==> src/rtl/cnn_layer_sequencer.sv <==
`default_nettype none
// ============================================================================
// cnn_layer_sequencer : steps a one-hot enable through a chain of CNN layers,
// honouring per-run bypass mask, per-layer timeout and abort.   Rev 1.0
// ============================================================================
module cnn_layer_sequencer #(
  parameter int NUM_LAYERS    = 4,
  parameter int TIMEOUT_WIDTH = 16,
  localparam int LW = ($clog2(NUM_LAYERS) > 1) ? $clog2(NUM_LAYERS) : 1
) (
  input  logic                     clk,
  input  logic                     reset,
  input  logic                     start,
  input  logic [NUM_LAYERS-1:0]    layer_bypass,
  input  logic [TIMEOUT_WIDTH-1:0] timeout_limit,
  input  logic                     abort,
  input  logic [NUM_LAYERS-1:0]    layer_done,
  output logic [NUM_LAYERS-1:0]    layer_enable,
  output logic [NUM_LAYERS-1:0]    layer_start,
  output logic [LW-1:0]            active_layer,
  output logic                     busy,
  output logic                     cnn_done,
  output logic                     error,
  output logic [1:0]               error_code
);

  typedef enum logic [1:0] {
    S_IDLE     = 2'd0,
    S_RUN      = 2'd1,
    S_COMPLETE = 2'd2,
    S_FAULT    = 2'd3
  } state_t;

  localparam logic [1:0] C_ERR_NONE    = 2'b00;
  localparam logic [1:0] C_ERR_TIMEOUT = 2'b01;
  localparam logic [1:0] C_ERR_ABORT   = 2'b10;

  state_t                   state_q, state_d;
  logic [NUM_LAYERS-1:0]    bypass_q, bypass_d;
  logic [NUM_LAYERS-1:0]    enable_q, enable_d;
  logic [NUM_LAYERS-1:0]    lstart_q, lstart_d;
  logic [TIMEOUT_WIDTH-1:0] limit_q, limit_d;
  logic [TIMEOUT_WIDTH-1:0] count_q, count_d;
  logic [LW-1:0]            active_q, active_d;
  logic                     busy_q, busy_d;
  logic                     done_q, done_d;
  logic                     error_q, error_d;
  logic [1:0]               code_q, code_d;

  logic [LW:0]              first_sel;
  logic [LW:0]              next_sel;
  logic                     active_done;
  logic                     timeout_hit;

  // Returns {found, index} of the lowest non-bypassed layer at or above 'from'.
  function automatic logic [LW:0] find_layer(input logic [NUM_LAYERS-1:0] byp,
                                             input int from);
    logic [LW:0] r;
    r = '0;
    for (int j = NUM_LAYERS - 1; j >= 0; j--) begin
      if (j >= from && !byp[j]) r = {1'b1, LW'(j)};
    end
    return r;
  endfunction

  assign first_sel   = find_layer(layer_bypass, 0);
  assign next_sel    = find_layer(bypass_q, int'(active_q) + 1);
  assign active_done = layer_done[active_q];
  assign timeout_hit = (limit_q != '0) && (count_q == limit_q - TIMEOUT_WIDTH'(1));

  always_comb begin
    state_d  = state_q;
    bypass_d = bypass_q;
    limit_d  = limit_q;
    enable_d = enable_q;
    lstart_d = '0;
    count_d  = count_q;
    active_d = active_q;
    busy_d   = busy_q;
    done_d   = 1'b0;
    error_d  = error_q;
    code_d   = code_q;

    case (state_q)
      S_IDLE: begin
        if (start) begin
          bypass_d = layer_bypass;
          limit_d  = timeout_limit;
          error_d  = 1'b0;
          code_d   = C_ERR_NONE;
          count_d  = '0;
          if (first_sel[LW]) begin
            state_d  = S_RUN;
            active_d = first_sel[LW-1:0];
            enable_d = NUM_LAYERS'(1) << first_sel[LW-1:0];
            lstart_d = NUM_LAYERS'(1) << first_sel[LW-1:0];
            busy_d   = 1'b1;
          end else begin
            state_d = S_COMPLETE;
            done_d  = 1'b1;
          end
        end
      end

      S_RUN: begin
        // Leaving RUN by any path drops the enable and index together.
        if (abort || active_done || timeout_hit) begin
          enable_d = '0;
          active_d = '0;
          busy_d   = 1'b0;
          count_d  = '0;
        end
        if (abort) begin
          state_d = S_FAULT;
          error_d = 1'b1;
          code_d  = C_ERR_ABORT;
        end else if (active_done) begin
          if (next_sel[LW]) begin
            active_d = next_sel[LW-1:0];
            enable_d = NUM_LAYERS'(1) << next_sel[LW-1:0];
            lstart_d = NUM_LAYERS'(1) << next_sel[LW-1:0];
            busy_d   = 1'b1;
          end else begin
            state_d = S_COMPLETE;
            done_d  = 1'b1;
          end
        end else if (timeout_hit) begin
          state_d = S_FAULT;
          error_d = 1'b1;
          code_d  = C_ERR_TIMEOUT;
        end else if (count_q != '1) begin
          count_d = count_q + TIMEOUT_WIDTH'(1);
        end
      end

      S_COMPLETE: state_d = S_IDLE;
      S_FAULT:    state_d = S_IDLE;
      default:    state_d = S_IDLE;
    endcase
  end

  always_ff @(posedge clk) begin
    if (reset) begin
      state_q  <= S_IDLE;
      bypass_q <= '0;
      limit_q  <= '0;
      enable_q <= '0;
      lstart_q <= '0;
      count_q  <= '0;
      active_q <= '0;
      busy_q   <= 1'b0;
      done_q   <= 1'b0;
      error_q  <= 1'b0;
      code_q   <= C_ERR_NONE;
    end else begin
      state_q  <= state_d;
      bypass_q <= bypass_d;
      limit_q  <= limit_d;
      enable_q <= enable_d;
      lstart_q <= lstart_d;
      count_q  <= count_d;
      active_q <= active_d;
      busy_q   <= busy_d;
      done_q   <= done_d;
      error_q  <= error_d;
      code_q   <= code_d;
    end
  end

  assign layer_enable = enable_q;
  assign layer_start  = lstart_q;
  assign active_layer = active_q;
  assign busy         = busy_q;
  assign cnn_done     = done_q;
  assign error        = error_q;
  assign error_code   = code_q;

endmodule
`default_nettype wire

==> config.mk <==
export PLATFORM = sky130hd
export DESIGN_NAME = cnn_layer_sequencer
export DESIGN_NICKNAME = d
export VERILOG_FILES = /design/src/rtl/cnn_layer_sequencer.sv
export SDC_FILE = /design/constraint.sdc
export NUM_CORES = 1
export LEC_CHECK = 0
export ABC_AREA = 1
export BUFFER_PORTS_ARGS = -buffer_cell sky130_fd_sc_hd__buf_2
export CAP_MARGIN = 40
export CORE_MARGIN = 1
export CORE_UTILIZATION = 51
export CTS_BUF_LIST = sky130_fd_sc_hd__clkbuf_2 sky130_fd_sc_hd__clkbuf_4 sky130_fd_sc_hd__clkbuf_8
export CTS_CLUSTER_SIZE = 12
export DETAILED_ROUTE_END_ITERATION = 8
export PLACE_DENSITY = 0.74
export SLEW_MARGIN = 25
export SYNTH_ARGS = -nofsm -noshare
export SYNTH_HDL_FRONTEND = slang
export SYNTH_SLANG_ARGS = --single-unit
==> constraint.sdc <==
create_clock -name clk -period 5.5 [get_ports clk]
set_clock_uncertainty 0.1 [all_clocks]
set_input_delay 1.1 -clock clk [delete_from_list [all_inputs] [get_ports clk]]
set_output_delay 1.1 -clock clk [all_outputs]
set_load 0.05 [all_outputs]
Word-level counts from Yosys, hierarchy flattened
Cells that the tools add are included.
{"block": "word_totals", "ff_bits": 53, "inputBits": 28, "out_inout_bits": 15}
{"block": "classes", "reduce_logical": 20, "addsub": 3, "magnitude_cmp": 5, "eq_ne": 11, "mux": 67, "n_shift": 2}
{"op": "16-bit two-way mux", "count": 6}
{"op": "4-bit two-way mux", "count": 11}
{"op": "2-bit two-way mux", "count": 16}
{"op": "16-bit case mux with 2 select lines", "count": 1}
{"op": "3-bit two-way mux", "count": 8}
{"op": "16-bit by 1-bit adder with 16-bit output, second input constant", "count": 1}
{"op": "16-bit == test", "count": 1}
{"op": "1-bit two-way mux", "count": 16}
{"op": "16-bit != test, second input constant", "count": 1}
{"op": "4-bit case mux with 2 select lines", "count": 2}
{"op": "16-bit nonzero test", "count": 1}
{"op": "16-bit by 1-bit subtractor with 16-bit output, second input constant", "count": 1}
{"op": "4-bit != test, second input constant", "count": 2}
{"op": "2-bit case mux with 2 select lines", "count": 2}
{"op": "1-bit by 2-bit left shift with 4-bit output, first input constant", "count": 2}
{"op": "1-bit by 3-bit greater-or-equal comparator with 1-bit output, first input constant", "count": 2}
{"op": "2-bit by 3-bit greater-or-equal comparator with 1-bit output, first input constant", "count": 2}
{"op": "3-bit != test, second input constant", "count": 2}
{"op": "1-bit case mux with 2 select lines", "count": 3}
{"op": "2-bit case mux with 3 select lines", "count": 1}
{"op": "3-bit AND reduction", "count": 2}
{"op": "1-bit logical AND", "count": 5}
{"op": "2-bit == test, second input constant", "count": 2}
{"op": "1-bit logical NOT", "count": 4}
{"op": "other kinds (11)", "count": 14}

Logic depth before layout (Yosys ltp)
Gate-level depths: netlist (run 1).
{"block": "logic_depth", "word_depth": 12, "mapped_depth": 18, "mapped_depth_nobuf": 17}

Worst setup path after synthesis (run 1)
Ideal clock, no wire load.
{"block": "synth_path", "path_kind": "input -> register", "startpoint": "in start", "endpoint": "reg active_q[0] (netlist: active_layer[0])", "setup_slack_ps": 3087, "setup_time_ps": 115, "arrival_ps": 2198, "stages": 8, "cell_sequence": "inv_1 -> nor2_4 -> nor2_1 -> nor2_1 -> inv_1 -> a21oi_1 -> o21ai_0 -> o21a_1"}
{"block": "synth_via", "elab_chain_len": 2}
{"item": "from (decl)", "line": "13", "source": "input logic start,"}
{"item": "2-bit != test (no line)"}
{"item": "3-bit AND reduction (no line)"}
{"item": "to (signal assigned)", "line": "162", "source": "active_q <= active_d;"}
{"item": "to (decl)", "line": "44", "source": "logic [LW-1:0] active_q, active_d;"}
Every way passes these cells.
A chain may end at the register's enable or synchronous reset.

Worst setup path in the final report (run 1)
Ends and elaborated chain as after synthesis.

==> results of run 1 <==
-- cells in the final DEF, fill, tap and decap left out, types with 2 or more instances in the layout --
cell / instances
clkbuf_8: 5
nand4_1: 3
buf_2: 42
buf_8: 2
nand2_2: 4
o21a_1: 2
or2_2: 6
nand3b_1: 4
and2_1: 2
nand2_1: 94
xor2_1: 16
nand3_2: 2
nand3_1: 39
clkinv_2: 2
nor2_2: 7
nor2_4: 5
xnor2_1: 5
dfxtp_1: 52
o21ai_1: 6
o211ai_1: 2
ha_1: 2
a21oi_1: 34
o21ai_0: 36
nor2_1: 80
inv_1: 65
-- power by group through the flow --
stage | sequential (µW) | combinational (µW) | clock [µW]
global placement | 477 | 490 | 0
floorplan | 529 | 341 | 0
CTS | 469 | 501 | 228
detailed placement | 477 | 499 | 0
finish | 470 | 512 | 223
global route | 477 | 573 | 243
-- metrics by stage --
| stage | util (%) | hold slack (ps) | area, µm² |
|---|---|---|---|
| floorplan | - | 359 | 3220 |
| global placement | 57.7 | 337 | 3460 |
| detailed placement | 57.7 | 350 | 3460 |
| CTS | 59.2 | 366 | 3550 |
| global route | 59.8 | 394 | 3580 |
| finish | 59.8 | 360 | 3580 |
-- flip-flops by register name, indices dropped and copies added (netlist names) --
| signal | count |
|---|---|
| active_layer | 2 |
| busy | 1 |
| count_q | 16 |
| limit_q | 16 |
| error | 1 |
| error_code | 2 |
| state_q | 2 |
| layer_enable | 4 |
| layer_start | 4 |
| bypass_q | 3 |
| cnn_done | 1 |
-- worst reg2reg max path, cell delays in order, from the launching register on --
cell and delay, ps:
dfxtp_1 320, inv_1 110, ha_1 270, nand2_1 130
nor2_1 210, nand3_1 130, nand3_1 90, nand2_1 50
nor2_1 90, nand2_1 70, nor2_2 160, nand2_2 110
nand3_4 170, nand2_1 80, nand2_1 170, nor2_1 60
-- kinds of logic (layout without fill, tap and decap cells) --
| logic type | Yosys count | in the layout | share of synthesized area [%] |
|---|---|---|---|
| compound gates | 86 | 86 | 14.6 |
| xor+xnor | 22 | 22 | 6.41 |
| fa+ha+maj | 2 | 2 | 0.777 |
| buf+inv | 80 | 119 | 9.71 |
| flops | 52 | 52 | 32.3 |
| mux | 1 | 1 | 0.311 |
| simple gates | 252 | 252 | 35.8 |
-- how the worst max path moves through the flow --
stage                from         endpoint  slack (ps)  depth (start not counted)
floorplan           start  active_layer[0]        3090                          8
global placement    start  active_layer[0]        2460                          9
detailed placement  start  active_layer[0]        2370                          9
CTS                 start  active_layer[0]        2710                          9
global route        start  active_layer[1]        2560                          9
finish              start  active_layer[0]        2820                          9
-- routing by layer --
| metal | vias to the layer above | global-route usage [%] | wire (µm) |
|---|---|---|---|
| met5 | - | 0 | 0 |
| met4 | 0 | 6.43 | 90 |
| met3 | 9 | 3.89 | 433 |
| met2 | 89 | 37.1 | 3370 |
| met1 | 1432 | 36.0 | 3810 |
| li1 | 1642 | - | - |
-- layout make-up --
class | instances | area (µm²)
well taps | 75 | 93.8
flip-flops and latches | 52 | 1040
clock inverters | 3 | 18.8
multi-input cells | 363 | 1870
repair buffers | 45 | 248
inverters | 66 | 248
clock buffers | 5 | 68.8
fillers | 573 | 2410
==> results.toml, run 1 <==
[worst_setup_path]
reg2reg_to = "count_q[7]"
critPathKind = "in2reg"
cpPeakStageDelay_ps = 430
end_kind = "flip-flop"
critPathRequiredTime_ps = 5620
crit_fanout = 17
crit_arrival_ps = 2800
crit_path_start_kind = "input port"
critical-path-top-delay-family = "simple AND/OR/NAND/NOR gates"
worst-path-buf-inv = 3
timing.rr.start = "limit_q[0]"
ff2ff_setup_slack_ps = 3060
crit_path_cell_trace = "buf_2, inv_1, nor2_4, nor2_1, nor2_1, inv_1, a21oi_1, o21ai_0, o21a_1"
cp_slowest_cell = "nor2_1"
ff2ff_path_depth = 15

[power]
clkPwrFrac_pct = 18.5
p_sw_share_pct = 43.7
p_int_uw = 679
p_per_area_mw_per_mm2 = 336
seqPwrFrac_pct = 39.0
total_power_uw = 1200
leakage_uw = 0.00163
p_sw_uw = 526
vdd_drop_max_mv = 0.212
comb_power_share_pct = 42.5

[finish]
drive_gt1_share_pct = 15.5
layout.cells.non_filler = 609
diodes = 0
area_growth_pct = 11.3
final_nets = 563

[drt]
drt_iter0_markers = 190
ant_nets = 0
vias = 3172
wl_per_cell_um = 12.6
dr.pass1.iters = 4
via_per_inst = 5.21
route.detailed.drc = 0
routed_wirelength_mm = 7.70

[logic_synthesis]
yosysTopAreaCellShare_pct = 32.3
syn-num-nets = 525
yosysSeqAreaShare_pct = 32.3
synth_top_area_cell = "dfxtp_1"
synth_area_leaders = "dfxtp_1, nand2_1, nor2_1"
synth.most_common_cell = "nand2_1"
ys_ff_latch = 52
netlist-cell-type-count = 41
synth_commonest_cells = "nand2_1, nor2_1, inv_1"
ys.flop_type = "dfxtp_1"
yosysWarnings = 0
syn-cell-area_mm2 = 0.00322
synthArstFlopShare_pct = 0
synthCells = 495
avgSynthCellArea_um2 = 6.51
synth_edf_count = 0

[min_path]
whs_path_depth = 2
hold_start = "error_code[0]"
worst_hold_path.endpoint = "error_code[0]"
hold_class = "reg2reg"

[floorplan]
rows = 28
die_x_um = 81.5
core_mm2 = 0.00599
die_h_um = 81.5
die_area_mm2 = 0.00664
start_util_pct = 53.8
ios = 43

[cts]
clk_latency_ps = 320
cts_buffers = 5
clockBufferDepth = 2
cts_sinks = 52
htreeDepth = 2
cts_root_buf = "clkbuf_8"
ctsHoldBuffers = 0
cts_setup_buffers = 0
cts_tree = "done"
clk_pin_slew_worst_paths_ps = 100
cts_repair_resize_count = 0

[sta]
setup_ws_ps = 2820
fin_setup_tns_ps = 0
max-slew-margin-rel_pct = 53.0
worst_pin_slew_ps = 698
fin_crit_sh_pct = 48.6
hold_violations = 0
max_freq_mhz = 374
slew_viol_final = 0
period_needed_ps = 2680
finalSetupViolCount = 0
rsz0062_at_grt = "no"

[placement]
dp_hpwl_mm = 5.70
port_buffers = 42
dp.cells = 598
detailedPlace.worstSlack_ps = 2370
gp_congestion = 0.909

[global_routing]
grt_max_degree = 30
track_usage_pct = 24.6
grt_antenna_before_repair = 0
grt_pass1_wl_mm = 12.5
grt_pass1_vias = 2687
gr-total-overflow = 0

[status]
run_status = "finished clean"

[run]
maxCapViolCount = 0
Note: power is estimated with default switching activity, not from simulation.
==> inputs of run 2 (changes only) <==
Settings changed: ABC_AREA 1 to 0, PLACE_DENSITY 0.74 to 0.77.
Clock period 5.5 ns to 2.4 ns, I/O delays scaled along.
==> run 2 against run 1 <==
  * Power rose by 89%
  * Sequential power rose by 100%
  * Sequential share of layout area fell by 2.5 points
  * Combinational power rose by 54%
  * Setup slack got worse by 3300 ps
  * Core utilization rose by 10 points
  * Synthesized area fell by 5.5%
  * Global-route usage rose by 3.3 points
  * The flow now finishes with violations (negative setup slack)
  * Non-clock buffer count rose by 50
  * Via count fell by 1.1%
==> results.toml, run 2 <==
[worst_setup_path]
crit_path_frequent_cell = "buf_4"
crit_path_start_kind = "flip-flop"
reg2reg_to = "count_q[6]"
crit_fanout = 7
critPathRequiredTime_ps = 2480
ff2ff_path_depth = 13
startpoint = "limit_q[1]"
ff2ff_setup_slack_ps = -470
cp_slowest_cell = "or3_4"
critPathKind = "reg2reg"
timing.rr.start = "limit_q[1]"
crit_path_cell_trace = "inv_2, ha_4, nor4b_4, buf_4, buf_4, a21oi_2, a2111o_1, or3_4, o21a_4, a211oi_4, buf_6, buf_16, nor2_4"
cpPeakStageDelay_ps = 400
crit_arrival_ps = 2960
end_kind = "flip-flop"

[logic_synthesis]
synth_area_leaders = "dfxtp_1, nand2_1, a21oi_1"
yosysSeqAreaShare_pct = 34.2
avgSynthCellArea_um2 = 7.97
ys_ff_latch = 52
synthArstFlopShare_pct = 0
synthCells = 382
synth.most_common_cell = "nand2_1"
syn-cell-area_mm2 = 0.00304
synth_top_area_cell = "dfxtp_1"
synth_commonest_cells = "nand2_1, dfxtp_1, a21oi_1"
netlist-cell-type-count = 66
yosysWarnings = 0
syn-num-nets = 412
ys.flop_type = "dfxtp_1"
synth_edf_count = 0
yosysTopAreaCellShare_pct = 34.2

[finish]
area_growth_pct = 29.6
final_nets = 493
final_util_pct = 69.9
layout_commonest_cell = "nand2_1"
layout_common_cells = "nand2_1, dfxtp_1, buf_4, buf_2, a21oi_1"
drive_gt1_share_pct = 32.1
diodes = 0
top_regs = "count_q x16, limit_q x16"

[sta]
rsz0062_at_grt = "yes"
finalSetupViolCount = 27
hold_ws_ps = 305
slew_viol_final = 0
worst_pin_slew_ps = 394
max-slew-margin-rel_pct = 73.6
fin_setup_tns_ps = -11650
setup_ws_ps = -474
hold_violations = 0
max_freq_mhz = 348
period_needed_ps = 2870
fin_crit_sh_pct = 120

[drt]
ant_nets = 0
routed_wirelength_mm = 8.34
wl_per_cell_um = 15.6
route.detailed.drc = 0
dr.pass1.iters = 5
vias = 3138
drt_iter0_markers = 210
via_per_inst = 5.85

[cts]
clk_latency_ps = 300
cts_root_buf = "clkbuf_8"
clk_pin_slew_worst_paths_ps = 90
cts_buffers = 5
clockBufferDepth = 2
cts_sinks = 52
ctsHoldBuffers = 0
htreeDepth = 2
cts_tree = "done"

[floorplan]
die_h_um = 79.2
die_area_mm2 = 0.00628
start_util_pct = 53.9
die_x_um = 79.2
rows = 27
core_mm2 = 0.00564
ios = 43

[status]
violations = "negative setup slack"
run_status = "finished with violations"

[power]
seqPwrFrac_pct = 42.0
clkPwrFrac_pct = 23.4
p_per_area_mw_per_mm2 = 578
p_int_uw = 1520
total_power_uw = 2280
p_sw_share_pct = 33.1
p_sw_uw = 754
comb_power_share_pct = 34.6
vdd_drop_max_mv = 0.322
leakage_uw = 0.00155

[min_path]
whs_path_depth = 3
hold_class = "in2reg"
worst_hold_path.endpoint = "limit_q[1]"
hold_start = "timeout_limit[1]"

[global_routing]
grt_pass1_vias = 2853
grt_antenna_before_repair = 0
gr-total-overflow = 0
track_usage_pct = 27.9
grt_pass1_wl_mm = 13.6
grt_max_degree = 32

[placement]
port_buffers = 42
dp_hpwl_mm = 6.00
gp_congestion = 1.01
detailedPlace.worstSlack_ps = -451

[run]
maxCapViolCount = 0
-- run 2: cell count changes in the layout (fill, tap and decap cells not counted), moves of 7 or more --
| cell | delta |
|---|---|
| inv_1 | -58 |
| nor2_1 | -54 |
| buf_4 | +47 |
| nand2_1 | -36 |
| o21ai_0 | -30 |
| nand3_1 | -26 |
| nor3_1 | +12 |
| xnor2_1 | +12 |
| nand2b_1 | +8 |
| xor2_1 | -7 |
-- run 2: how the worst max path moves through the flow --
stage                            endpoint  cells after the start  slack [ps]
after floorplan                count_q[0]                     11        -400
after global placement    layer_enable[0]                     11        -370
after detailed placement  layer_enable[0]                     11        -450
after CTS                     count_q[12]                     12        -460
after global routing          count_q[15]                     12        -570
final                          count_q[6]                     13        -470
-- run 2: what timing repair did --
action / 4_1_cts / 5_1_grt
hold endpoints to repair: 0 / 0
pin swaps: 10 / 9
gates resized for setup: 6 / 18
buffers inserted: 4 / 1
endpoints found under the setup margin: 27 / 27
gates cloned: 1 / 1
-- run 2: worst max-delay path: cells and delay by family (launching register included) --
kind                       cells  cell delay [ps]
adders and majority gates      1              150
buffers and inverters          5              650
AOI/OAI and AO/OA              4              810
and+or+nand+nor                3              710
DFF                            1              330
-- run 2: layout make-up --
| type | count | area, µm² |
|---|---|---|
| fill | 455 | 1700 |
| timing repair buffer | 95 | 674 |
| inverter | 9 | 33.8 |
| clock buffer | 8 | 97.6 |
| tap | 72 | 90.1 |
| multi-input combinational | 300 | 2000 |
| sequential | 52 | 1040 |
-- run 2: power groups by stage --
| stage | combinational, µW | clock (µW) | sequential [µW] |
|---|---|---|---|
| global route | 850 | 582 | 964 |
| detailed placement | 695 | 0 | 976 |
| finish | 788 | 533 | 957 |
| CTS | 744 | 537 | 956 |
| floorplan | 409 | 0 | 1020 |
| global placement | 679 | 0 | 974 |
-- run 2: per-stage QoR --
step           std cells  instance area, µm²
3_5_place_dp         521                3650
2_1_floorplan        382                3080
5_1_grt              536                3940
6_report             536                3940
4_1_cts              534                3820
3_3_place_gp         521                3650
-- run 2: kinds of logic after synthesis --
logic type      share of synthesized area, %
xor+xnor                                8.02
fa+ha+maj                              0.822
mux                                     1.73
compound gates                          19.4
flops                                   34.2
simple gates                            31.6
buf+inv                                 4.19
-- run 2: routing by layer --
layer	global-route usage (%)	wire [µm]
met1	39.9	3820
met3	3.33	517
met2	43.3	3870
met4	9.09	130
met5	0	0
==> inputs of run 3 (changes only) <==
Settings changed: BUFFER_PORTS_ARGS -buffer_cell sky130_fd_sc_hd__buf_2 to not set, DONT_BUFFER_PORTS set to 1, PLACE_DENSITY 0.77 to 0.71, TNS_END_PERCENT set to 30.
==> run 3 against run 2 <==
  * The flow still finishes with violations (negative setup slack)
  * Core utilization is 7.4 points lower
  * Clock power hardly changed
  * Final cell count is 9.1% lower
  * Sequential cell count stayed put
  * First-iteration DRC count is 22% lower
  * Sequential power is 4.3% higher
  * Clock-buffer cell count stayed put
  * Non-clock buffer count is 49 lower
  * Register-to-register slack better by 70 ps
  * Critical path type unchanged
  * Largest cell class unchanged
==> results.toml, run 3 (synthesis gave the netlist of run 2 again) <==
[sta]
max-slew-margin-rel_pct = 61.4
fin_crit_sh_pct = 117
period_needed_ps = 2800
rsz0062_at_grt = "yes"
hold_violations = 0
hold_ws_ps = 142
worst_pin_slew_ps = 578
setup_ws_ps = -403
max_freq_mhz = 357
finalSetupViolCount = 27
slew_viol_final = 0

[drt]
wl_per_cell_um = 15.0
route.detailed.drc = 0
via_per_inst = 5.92
dr.pass1.iters = 5
routed_wirelength_mm = 7.29
ant_nets = 0
drt_iter0_markers = 164
vias = 2884

[worst_setup_path]
cp_slowest_cell = "or4_1"
end_kind = "flip-flop"
critPathKind = "reg2reg"
crit_fanout = 15
cpPeakStageDelay_ps = 500
critPathRequiredTime_ps = 2490
crit_path_start_kind = "flip-flop"
crit_arrival_ps = 2890
crit_path_cell_trace = "inv_2, ha_4, nor4b_4, nand4b_2, or4_1, o211a_1, a221o_1, o21a_4, a211oi_4, buf_12, nor4_1"

[power]
comb_power_share_pct = 28.1
seqPwrFrac_pct = 46.9
leakage_uw = 0.00130
vdd_drop_max_mv = 0.429
p_sw_share_pct = 31.9
p_sw_uw = 677
p_int_uw = 1450
p_per_area_mw_per_mm2 = 603
clkPwrFrac_pct = 25.0

[cts]
htreeDepth = 2
clk_latency_ps = 300
ctsHoldBuffers = 0
cts_tree = "done"
cts_root_buf = "clkbuf_8"
clk_pin_slew_worst_paths_ps = 90
cts_sinks = 52
clockBufferDepth = 2
cts_buffers = 5

[global_routing]
track_usage_pct = 25.0
grt_antenna_before_repair = 0
grt_pass1_wl_mm = 12.4
gr-total-overflow = 0
grt_pass1_vias = 2601
grt_max_degree = 40

[floorplan]
die_area_mm2 = 0.00628
die_h_um = 79.2
rows = 27
core_mm2 = 0.00564
die_x_um = 79.2
start_util_pct = 53.9
ios = 43

[status]
violations = "negative setup slack"
run_status = "finished with violations"

[finish]
fill_cells = 507
diodes = 0
area_growth_pct = 15.8
layout_commonest_cell = "nand2_1"
final_nets = 444
multi_input_area_mm2 = 0.00190
drive_gt1_share_pct = 20.5
top_regs = "count_q x16, limit_q x16"
layout_common_cells = "nand2_1, dfxtp_1, buf_4, a21oi_1, nor2_1"
final_util_pct = 62.5
final-seq-area_mm2 = 0.00104
postLayoutCellArea_mm2 = 0.00352

[placement]
postPlaceCellArea_mm2 = 0.00342
dp_hpwl_mm = 5.54
port_buffers = 0
gp_congestion = 0.914
detailedPlace.worstSlack_ps = -395

[min_path]
hold_class = "in2reg"

[run]
maxCapViolCount = 0
==> run 3: changes by cell type in the layout (fill, tap and decap cells not counted), sizes merged <==
cell and change:
buf -48, clkbuf -1
==> run 3: power groups by stage <==
stage	combinational, µW	sequential (µW)	clock (µW)
4_1_cts	593	998	550
5_1_grt	651	1010	588
3_5_place_dp	591	1020	0
2_1_floorplan	408	1020	0
3_3_place_gp	575	1020	0
6_report	596	998	531
==> run 3: critical path: cells and delay by family, from the launching register on <==
kind                       cells  cell delay (ps)
AOI/OAI and AO/OA              4              880
DFF                            1              340
buffers and inverters          2              250
adders and majority gates      1              140
and+or+nand+nor                4              990
==> run 3: area by class of cell <==
class,instances,share of cell area [%]
Sequential cell,52,29.6
Timing Repair Buffer,46,10.2
Tap cell,72,2.56
Multi-Input combinational cell,300,54.0
Inverter,9,0.958
Clock buffer,8,2.77
==> run 3: worst paths after layout <==
path         slack, ps           to   startpoint  cells after the start
max               -400  count_q[15]   limit_q[1]                     11
min reg2reg        350  bypass_q[1]  bypass_q[1]                      2
min                140         busy        reset                      1
max reg2reg       -400  count_q[15]   limit_q[1]                     11
==> run 3: metrics by stage <==
| stage | total power [µW] | TNS, ps | instances |
|---|---|---|---|
| 2_1_floorplan | 1430 | -7510 | 382 |
| 4_1_cts | 2140 | -9640 | 487 |
| 6_report | 2130 | -9380 | 487 |
| 3_5_place_dp | 1610 | -9290 | 479 |
| 3_3_place_gp | 1590 | -7600 | 479 |
| 5_1_grt | 2250 | -12770 | 487 |
==> run 3: metal layers <==
layer	GRT usage, %	up-vias	share of wire, %
met1	35.8	1358	47
met2	38.3	86	44
met5	0	-	0
met3	4.14	10	6.9
met4	7.45	0	1.3
li1	-	1430	-
==> run 3: what timing repair did <==
| action | 4_1_cts | 5_1_grt |
|---|---|---|
| endpoints found under the setup margin | 27 | 27 |
| setup buffers | 0 | 0 |
| pin swaps | 1 | 2 |
| gates resized for setup | 0 | 1 |
